===== src/rtl/ifetch_buffer.sv =====
// ifetch_buffer: byte-serial instruction fetch buffer.
// Reads one byte per memory transaction starting at the fetch PC, assembles a
// 1/2/9/10-byte instruction (byte0 in [7:0]) and presents it with valid/ready.
// Optional feature: define FETCH_BOUNDS_CHECK_EN to stop fetching at byte
// addresses >= MEM_BYTES and report the truncated instruction with out_err.
module ifetch_buffer #(
    parameter int ADDR_W    = 64,
    parameter int MEM_BYTES = 256
) (
    input  logic              clk,
    input  logic              rst_n,
    input  logic              pc_load,
    input  logic [ADDR_W-1:0] pc_in,
    output logic              mem_req,
    output logic [ADDR_W-1:0] mem_addr,
    input  logic              mem_ack,
    input  logic [7:0]        mem_rdata,
    output logic              out_valid,
    input  logic              out_ready,
    output logic [79:0]       out_instr,
    output logic [ADDR_W-1:0] out_pc,
    output logic [3:0]        out_len,
    output logic              out_err
);

    typedef enum logic [1:0] {
        IDLE,
        FETCH,
        HOLD,
        STOP
    } state_e;

`ifdef FETCH_BOUNDS_CHECK_EN
    localparam logic [ADDR_W-1:0] MEM_LIMIT = ADDR_W'(MEM_BYTES);
`else
    localparam int mem_bytes_unused = MEM_BYTES;
`endif

    state_e            state_q, state_d;
    logic [ADDR_W-1:0] fetch_pc_q, fetch_pc_d;
    logic [3:0]        cnt_q, cnt_d;         // bytes collected so far
    logic [3:0]        len_q, len_d;         // decoded length of the instruction in flight
    logic [79:0]       slots_q, slots_d;     // bytes collected for the instruction in flight
    logic [79:0]       instr_q, instr_d;     // presented instruction
    logic [ADDR_W-1:0] opc_q, opc_d;
    logic [3:0]        olen_q, olen_d;
    logic              oerr_q, oerr_d;

    logic [ADDR_W-1:0] req_addr;
    logic [3:0]        dec_len;
    logic              dec_err;
    logic [3:0]        cur_len;
    logic              oob;

    // Length table keyed by icode; C..F are invalid and consume one byte.
    function automatic logic [4:0] decode(input logic [3:0] icode);
        logic [4:0] r;
        case (icode)
            4'h0, 4'h1, 4'h9:        r = {1'b0, 4'd1};
            4'h2, 4'h6, 4'hA, 4'hB:  r = {1'b0, 4'd2};
            4'h7, 4'h8:              r = {1'b0, 4'd9};
            4'h3, 4'h4, 4'h5:        r = {1'b0, 4'd10};
            default:                 r = {1'b1, 4'd1};
        endcase
        return r;
    endfunction

    assign req_addr = fetch_pc_q + ADDR_W'(cnt_q);
    assign {dec_err, dec_len} = decode(mem_rdata[7:4]);
    // The length is known from the first byte onward; before that it comes from the live read data.
    assign cur_len = (cnt_q == 4'd0) ? dec_len : len_q;

`ifdef FETCH_BOUNDS_CHECK_EN
    assign oob = (req_addr >= MEM_LIMIT);
`else
    assign oob = 1'b0;
`endif

    assign out_instr = instr_q;
    assign out_pc    = opc_q;
    assign out_len   = olen_q;
    assign out_err   = oerr_q;

    // Next-state, memory request and handshake logic; pc_load overrides everything.
    always_comb begin
        // NOTE: every signal written here gets a default first so no latch is inferred.
        state_d    = state_q;
        fetch_pc_d = fetch_pc_q;
        cnt_d      = cnt_q;
        len_d      = len_q;
        slots_d    = slots_q;
        instr_d    = instr_q;
        opc_d      = opc_q;
        olen_d     = olen_q;
        oerr_d     = oerr_q;
        mem_req    = 1'b0;
        mem_addr   = '0;
        out_valid  = 1'b0;

        case (state_q)
            FETCH: begin
                mem_addr = req_addr;
                if (oob) begin
                    // Present what has been collected instead of touching memory.
                    state_d = HOLD;
                    instr_d = slots_q;
                    opc_d   = fetch_pc_q;
                    olen_d  = (cnt_q == 4'd0) ? 4'd1 : cnt_q;
                    oerr_d  = 1'b1;
                end else begin
                    mem_req = 1'b1;
                    if (mem_ack) begin
                        slots_d[{cnt_q, 3'b000} +: 8] = mem_rdata;
                        cnt_d = cnt_q + 4'd1;
                        len_d = cur_len;
                        if (cnt_q + 4'd1 == cur_len) begin
                            state_d = HOLD;
                            instr_d = slots_d;
                            opc_d   = fetch_pc_q;
                            olen_d  = cur_len;
                            oerr_d  = (cnt_q == 4'd0) && dec_err;
                        end
                    end
                end
            end
            HOLD: begin
                out_valid = 1'b1;
                if (out_ready) begin
                    fetch_pc_d = fetch_pc_q + ADDR_W'(olen_q);
                    cnt_d      = 4'd0;
                    len_d      = 4'd0;
                    slots_d    = '0;
                    state_d    = (oerr_q || (instr_q[7:4] == 4'h0)) ? STOP : FETCH;
                end
            end
            default: ;  // IDLE and STOP wait for a redirect
        endcase

        if (pc_load) begin
            state_d    = FETCH;
            fetch_pc_d = pc_in;
            cnt_d      = 4'd0;
            len_d      = 4'd0;
            slots_d    = '0;
            instr_d    = '0;
            opc_d      = '0;
            olen_d     = 4'd0;
            oerr_d     = 1'b0;
        end
    end

    // State and datapath registers with synchronous active-low reset.
    always_ff @(posedge clk) begin
        if (!rst_n) begin
            state_q    <= IDLE;
            fetch_pc_q <= '0;
            cnt_q      <= 4'd0;
            len_q      <= 4'd0;
            slots_q    <= '0;
            instr_q    <= '0;
            opc_q      <= '0;
            olen_q     <= 4'd0;
            oerr_q     <= 1'b0;
        end else begin
            // NOTE: non-blocking assignments so every register samples pre-edge values.
            state_q    <= state_d;
            fetch_pc_q <= fetch_pc_d;
            cnt_q      <= cnt_d;
            len_q      <= len_d;
            slots_q    <= slots_d;
            instr_q    <= instr_d;
            opc_q      <= opc_d;
            olen_q     <= olen_d;
            oerr_q     <= oerr_d;
        end
    end

endmodule


===== config.mk =====
export PLATFORM = sky130hd
export DESIGN_NAME = ifetch_buffer
export DESIGN_NICKNAME = d
export VERILOG_FILES = /design/src/rtl/ifetch_buffer.sv
export SDC_FILE = /design/constraint.sdc
export NUM_CORES = 1
export LEC_CHECK = 0
export CAP_MARGIN = 10
export CORE_UTILIZATION = 35
export CTS_BUF_LIST = sky130_fd_sc_hd__clkbuf_8
export DETAILED_ROUTE_END_ITERATION = 16
export GPL_ROUTABILITY_DRIVEN = 0
export PLACE_DENSITY_LB_ADDON = 0.25
export SETUP_SLACK_MARGIN = 0.05
export SLEW_MARGIN = 10
export SYNTH_ARGS = -nofsm -noshare
export SYNTH_HDL_FRONTEND = slang
export SYNTH_SLANG_ARGS = --single-unit
export TNS_END_PERCENT = 30

===== constraint.sdc =====
create_clock -name clk -period 3.1 [get_ports clk]
set_clock_uncertainty 0.15 [all_clocks]
set_input_delay 0.465 -clock clk [delete_from_list [all_inputs] [get_ports clk]]
set_output_delay 0.465 -clock clk [all_outputs]
set_load 0.02 [all_outputs]

==> results of run 1 <==
layout by cell type, fill, tap and decap left out, drive strengths merged, types with 4 or more instances in the layout:
cell type and instances:
ha 12, xnor2 91, a21o 5, o211ai 6
nand4 35, and2 11, a22oi 4, nor2b 8
clkbuf 71, nand2b 4, diode 7, nand3 99
clkinv 5, and4 10, xor2 19, and3 39
nand2 53, a21oi 154, inv 31, nor4 22
a211oi 12, or2 6, nor3b 6, nor3 50
buf 324, nor2 278, a2bb2oi 64, a22o 81
o21ai 130, dfxtp 303, clkdlybuf4s50 228, nand3b 4
or3 17, o22ai 5, o21a 12, mux2i 79
final timing paths:
path                    endpoint      startpoint  slack (ns)  depth (start not counted)
setup reg to reg   out_instr[77]        cnt_q[0]        0.18                         12
setup / recovery    mem_addr[60]  fetch_pc_q[45]       -0.42                          9
hold / removal    fetch_pc_q[27]       pc_in[27]        0.24                          3
hold reg to reg        out_pc[3]       out_pc[3]        0.32                          2
routing by layer:
metal  track usage (%)  vias to the layer above  part of all wire (%)
met5                 0                        -                     0
met4              11.3                        0                   4.3
met1              32.5                     7715                    42
met3              6.29                      167                   7.9
met2              40.1                      682                    46
li1                  -                     7487                     -
area by class of cell:
class | instances | area [µm²] | area share (%)
repair buffers | 557 | 5200 | 23.1
diodes | 7 | 17.5 | 0.0780
inverters | 14 | 56.3 | 0.251
clock buffers | 70 | 963 | 4.29
well taps | 585 | 732 | 3.26
flip-flops and latches | 303 | 6100 | 27.2
clock inverters | 26 | 158 | 0.702
multi-input cells | 1351 | 9240 | 41.1
power breakdown:
group          leakage [nW]  internal (mW)  switching [mW]
combinational          5.80          0.475           0.684
clock                 0.636           2.11            1.78
sequential             2.47           3.96          0.0611
timing repair:
item,in CTS,in global routing
setup endpoints to repair,104,171
buffers inserted,31,28
gates cloned,1,2
resized for setup,372,120
pin swaps,45,81
logic make-up (layout without fill, tap and decap cells):
| group | Yosys count | in the layout |
|---|---|---|
| and+or+nand+nor | 647 | 647 |
| AOI/OAI and AO/OA | 499 | 499 |
| DFF | 303 | 303 |
| buffers and inverters | 190 | 667 |
| xor gates and xnor gates | 110 | 110 |
| muxes | 81 | 81 |
| adders and majority gates | 14 | 14 |
| other | 0 | 7 |
worst max-delay path, cell delays in order (launching register included):
cell     delay, ns
dfxtp_1       0.35
buf_4         0.18
nand4_1       0.23
or2_4         0.34
or3_1         0.41
nor4_4        0.21
buf_4         0.18
xnor2_2       0.10
nor2_1        0.07
buf_4         0.17
metrics by stage:
step	hold slack, ns	setup TNS [ns]	util (%)	cells	instance area [µm²]
2_1_floorplan	0.303	0	-	1844	15400
3_3_place_gp	0.312	-12.49	46.2	2749	20000
3_5_place_dp	0.317	-15.80	46.2	2749	20000
4_1_cts	0.235	-11.67	50.3	2877	21800
5_1_grt	0.219	-16.12	51.9	2912	22500
6_report	0.240	-10.90	51.9	2913	22500
sequential cells by signal, summed over array words and instances, names as in the netlist:
register    cells
cnt_q           4
fetch_pc_q     64
len_q           4
out_err         1
out_instr      80
out_len         4
out_pc         64
slots_q        80
state_q         2
==> flow_summary.yaml, run 1 <==
placed_design:
  place_ws_ns: -0.585
  post-dp-hpwl_mm: 40.4
  port_buffers: 291
cts:
  clock_sinks: 303
  clk_root_buffer_cell: "clkbuf_8"
  clkLatencyLatePin_ns: 0.66
  path_clk_slew_ns: 0.06
  cts_tree: "done"
  htreeDepth: 2
  cts-hold-fix-buffers: 0
  numCtsBuffers: 53
  cts_buffer_depth: 3
route:
  wl_per_cell_um: 20.3
  via_per_inst: 5.51
  drc_errors: 0
  vias: 16100
  dr.pass1.iters: 5
  ant_nets: 0
  routed_wl_mm: 59.1
  initialDrtViolationCount: 1428
synth:
  ys_warn_count: 0
  synth-edff-count: 0
  synth_top_family_by_area: "compound AO/OA/AOI/OAI gates"
  synth.top_cell.area_share_pct: 39.4
  synth_xor_area_share_pct: 6.26
  synth-seq-cells: 303
  ys_top_cells_by_count: "dfxtp_1, nor2_1, a21oi_1, clkbuf_1, o21ai_0"
  synth-compound-area-share_pct: 21.7
  syn_avg_cell_area_um2: 8.35
  seq_area_frac_synth_pct: 39.4
  ys_async_sr_fraction_pct: 0
  synthFlopType: "dfxtp_1"
  synth_area_um2: 15400
  synth_area_leaders: "dfxtp_1, nor2_1, xnor2_1, mux2i_1, a21oi_1"
  synthCells: 1844
  synth_cell_types: 70
  synth_simple_gate_area_share_pct: 20.4
  synthMuxAreaShare_pct: 5.28
  synth.most_common_cell: "dfxtp_1"
  yosys.area_share.adder_pct: 1.24
  yosys.area.top_type: "dfxtp_1"
  syn_nets: 1935
min_path:
  hold_path_class: "in2reg"
grt:
  grt_use_total_pct: 25.4
  grt_pass1_vias: 15600
  grt_max_degree: 110
  grt_antenna_before_repair: 7
  grt_pass1_wl_mm: 88.8
  grt.overflow.total: 0
sta:
  rsz0062_at_grt: "yes"
  final.period_utilization_pct: 113
  max_freq_ghz: 0.284
  setup_viol: 54
  slew_headroom_pct: 27.3
  hold_viol_final: 0
  final_max_slew_viol_count: 0
  tightest_slew_ns: 1.08
  period_minus_slack_ns: 3.52
  postLayoutSetupSlackWorst_ns: -0.415
power_and_ir_drop:
  pwr_density_cell_nw_per_um2: 404
  leakage_nw: 8.90
  vdd_drop_max_mv: 0.246
  p_total_mw: 9.08
floorplan:
  die-height_um: 212
  fp-row-count: 76
  ios: 292
  die-area_um2: 44800
  initial_core_util_pct: 35.6
  fp.dieW_um: 212
  core_um2: 43300
worst_setup_path:
  cp.required_ns: 2.48
  criticalPathCategory: "reg2out"
  cp.arrival_ns: 2.90
  critPathLaunchType: "flop"
  cp-end-kind: "output pin"
  path_max_fanout: 8
layout:
  final_layout_size_suffix_gt1_share_pct: 26.8
  syn_to_final_growth_pct: 45.9
  nFillCells: 4035
  nNetsFinal: 2371
status:
  status: "complete, but fails checks"
  violations: "setup timing"
run:
  max_cap_violations: 0
Note: power is estimated with default switching activity, not from simulation.
==> run 2: changes to the inputs <==
--- a/config.mk
+++ b/config.mk
@@ -6,7 +6,7 @@
 export NUM_CORES = 1
 export LEC_CHECK = 0
 export CAP_MARGIN = 10
-export CORE_UTILIZATION = 35
+export CORE_UTILIZATION = 45
 export CTS_BUF_LIST = sky130_fd_sc_hd__clkbuf_8
 export DETAILED_ROUTE_END_ITERATION = 16
 export GPL_ROUTABILITY_DRIVEN = 0
==> run 2 against run 1 <==
  * The flow still finishes with violations (setup timing)
  * Power shrank 0.68%
  * Clock-buffer cell count shrank 2
  * Non-clock buffer count shrank 22
  * Core utilization grew 14 points
==> flow_summary.yaml, run 2 (synthesis results as in run 1) <==
placed_design:
  placed_cells: 2611
  port_buffers: 291
  dpl-instance-area_um2: 19800
  post-dp-hpwl_mm: 38.3
grt:
  grt_pass1_vias: 15500
  grt.overflow.total: 0
  grt_pass1_wl_mm: 86.6
  grt_use_total_pct: 30.7
  grt_antenna_before_repair: 10
  grt_max_degree: 108
sta:
  max_freq_ghz: 0.291
  postLayoutSetupSlackWorst_ns: -0.336
  rsz0062_at_grt: "yes"
  final.period_utilization_pct: 111
  final_max_slew_viol_count: 0
  setup_viol: 54
  whs_ns: 0.326
  tightest_slew_ns: 1.12
  period_minus_slack_ns: 3.44
  slew_headroom_pct: 25.2
  hold_viol_final: 0
worst_setup_path:
  reg2regPathDepth: 11
  cpMaxStageDelayCell: "or3_1"
  cp.required_ns: 2.48
  cp_cell_sequence: "ha_4, inv_2, fa_2, nor2b_2, o21a_2, buf_6, o211ai_1, or3_1, a21oi_2, buf_4"
  cp-end-kind: "output pin"
  worst-path-buf-inv: 3
  criticalPathCategory: "reg2out"
  critPathTopFamily: "simple AND/OR/NAND/NOR gates"
  timing.rr.end: "out_instr[17]"
  max_stage_delay_ns: 0.39
  crit_cells: 10
  r2r_setup_slack_ns: 0.10
  cp.arrival_ns: 2.82
  path_max_fanout: 3
  critPathLaunchType: "flop"
  worstReg2RegStart: "cnt_q[0]"
floorplan:
  core_um2: 33600
  ios: 292
  die-area_um2: 35000
  die-height_um: 187
  fp-row-count: 67
  fp.dieW_um: 187
  initial_core_util_pct: 45.8
min_path:
  hold_end: "out_instr[52]"
  hp-start: "out_instr[52]"
  hold_path_class: "reg2reg"
  whs_path_depth: 1
route:
  drc_errors: 0
  wl_per_cell_um: 20.7
  via_per_inst: 5.95
  vias: 16400
  routed_wl_mm: 57.1
  dr.pass1.iters: 5
  initialDrtViolationCount: 1841
  ant_nets: 0
status:
  violations: "setup timing"
  status: "complete, but fails checks"
power_and_ir_drop:
  clockPowerShare_pct: 42.2
  vdd_drop_max_mv: 0.259
  sw_frac_of_total_pct: 27.0
  p_total_mw: 9.02
  intPower_mw: 6.58
  pwr_density_cell_nw_per_um2: 408
  pwr-share-seq_pct: 44.7
  combPwrFrac_pct: 13.1
  leakage_nw: 8.66
  p_sw_mw: 2.43
layout:
  layout_common_cells: "dfxtp_1, nor2_1, buf_4"
  final_util_pct: 65.7
  syn_to_final_growth_pct: 43.5
  nFillCells: 2678
  final_cells: 2754
  nNetsFinal: 2347
  mostFrequentLayoutCell: "dfxtp_1"
  fin_area_um2: 22100
  final_layout_size_suffix_gt1_share_pct: 26.8
cts:
  cts_tree: "done"
  clock_sinks: 303
  htreeDepth: 2
  clk_root_buffer_cell: "clkbuf_8"
  clkLatencyLatePin_ns: 0.59
  path_clk_slew_ns: 0.06
  cts_buffer_depth: 3
  cts-hold-fix-buffers: 0
  numCtsBuffers: 51
run:
  max_cap_violations: 0
## run 2: final cells by class
cell class / count / area [µm²] / share of cell area (%)
antenna: 9 / 22.5 / 0.102
clock buffer: 68 / 936 / 4.23
clock inverter: 26 / 170 / 0.770
inverter: 14 / 52.6 / 0.238
multi-input combinational: 1351 / 9290 / 42.0
sequential: 303 / 6100 / 27.6
tap: 448 / 561 / 2.54
timing repair buffer: 535 / 4970 / 22.5
## run 2: power by group through the flow
stage	Sequential, mW	Clock, mW	Combinational [mW]
floorplan	4.09	0	0.622
global placement	4.10	0	1.11
detailed placement	4.10	0	1.12
CTS	4.02	3.84	1.12
global route	4.04	4.03	1.24
finish	4.03	3.80	1.18
## run 2: repair_timing
| item | 4_1_cts | 5_1_grt |
|---|---|---|
| buffers inserted | 15 | 23 |
| pin swaps | 63 | 68 |
| setup endpoints to repair | 118 | 237 |
| gates cloned | 1 | 1 |
| resized for setup | 380 | 122 |
| hold endpoints to repair | 0 | 0 |
## run 2: how the worst max path moves through the flow
stage	startpoint	to
global placement	fetch_pc_q[0]	mem_addr[54]
floorplan	cnt_q[1]	mem_addr[46]
finish	fetch_pc_q[0]	mem_addr[42]
CTS	fetch_pc_q[0]	mem_addr[38]
global route	fetch_pc_q[0]	mem_addr[42]
detailed placement	cnt_q[0]	mem_addr[10]
## run 2: routing by layer
layer / share of wire [%] / vias to the layer above / GRT usage (%) / routed length [µm]
li1: - / 7447 / - / -
met5: 0.030 / - / 0 / 17
met2: 45 / 932 / 47.6 / 25600
met1: 41 / 7790 / 40.7 / 23300
met3: 9.4 / 214 / 6.60 / 5360
met4: 5.1 / 2 / 14.6 / 2900
## run 2: stage by stage
step,setup TNS (ns),setup slack [ns]
floorplan,0,0.0358
global placement,-6.38,-0.313
detailed placement,-10.20,-0.392
CTS,-7.39,-0.287
global route,-13.97,-0.395
finish,-8.87,-0.336
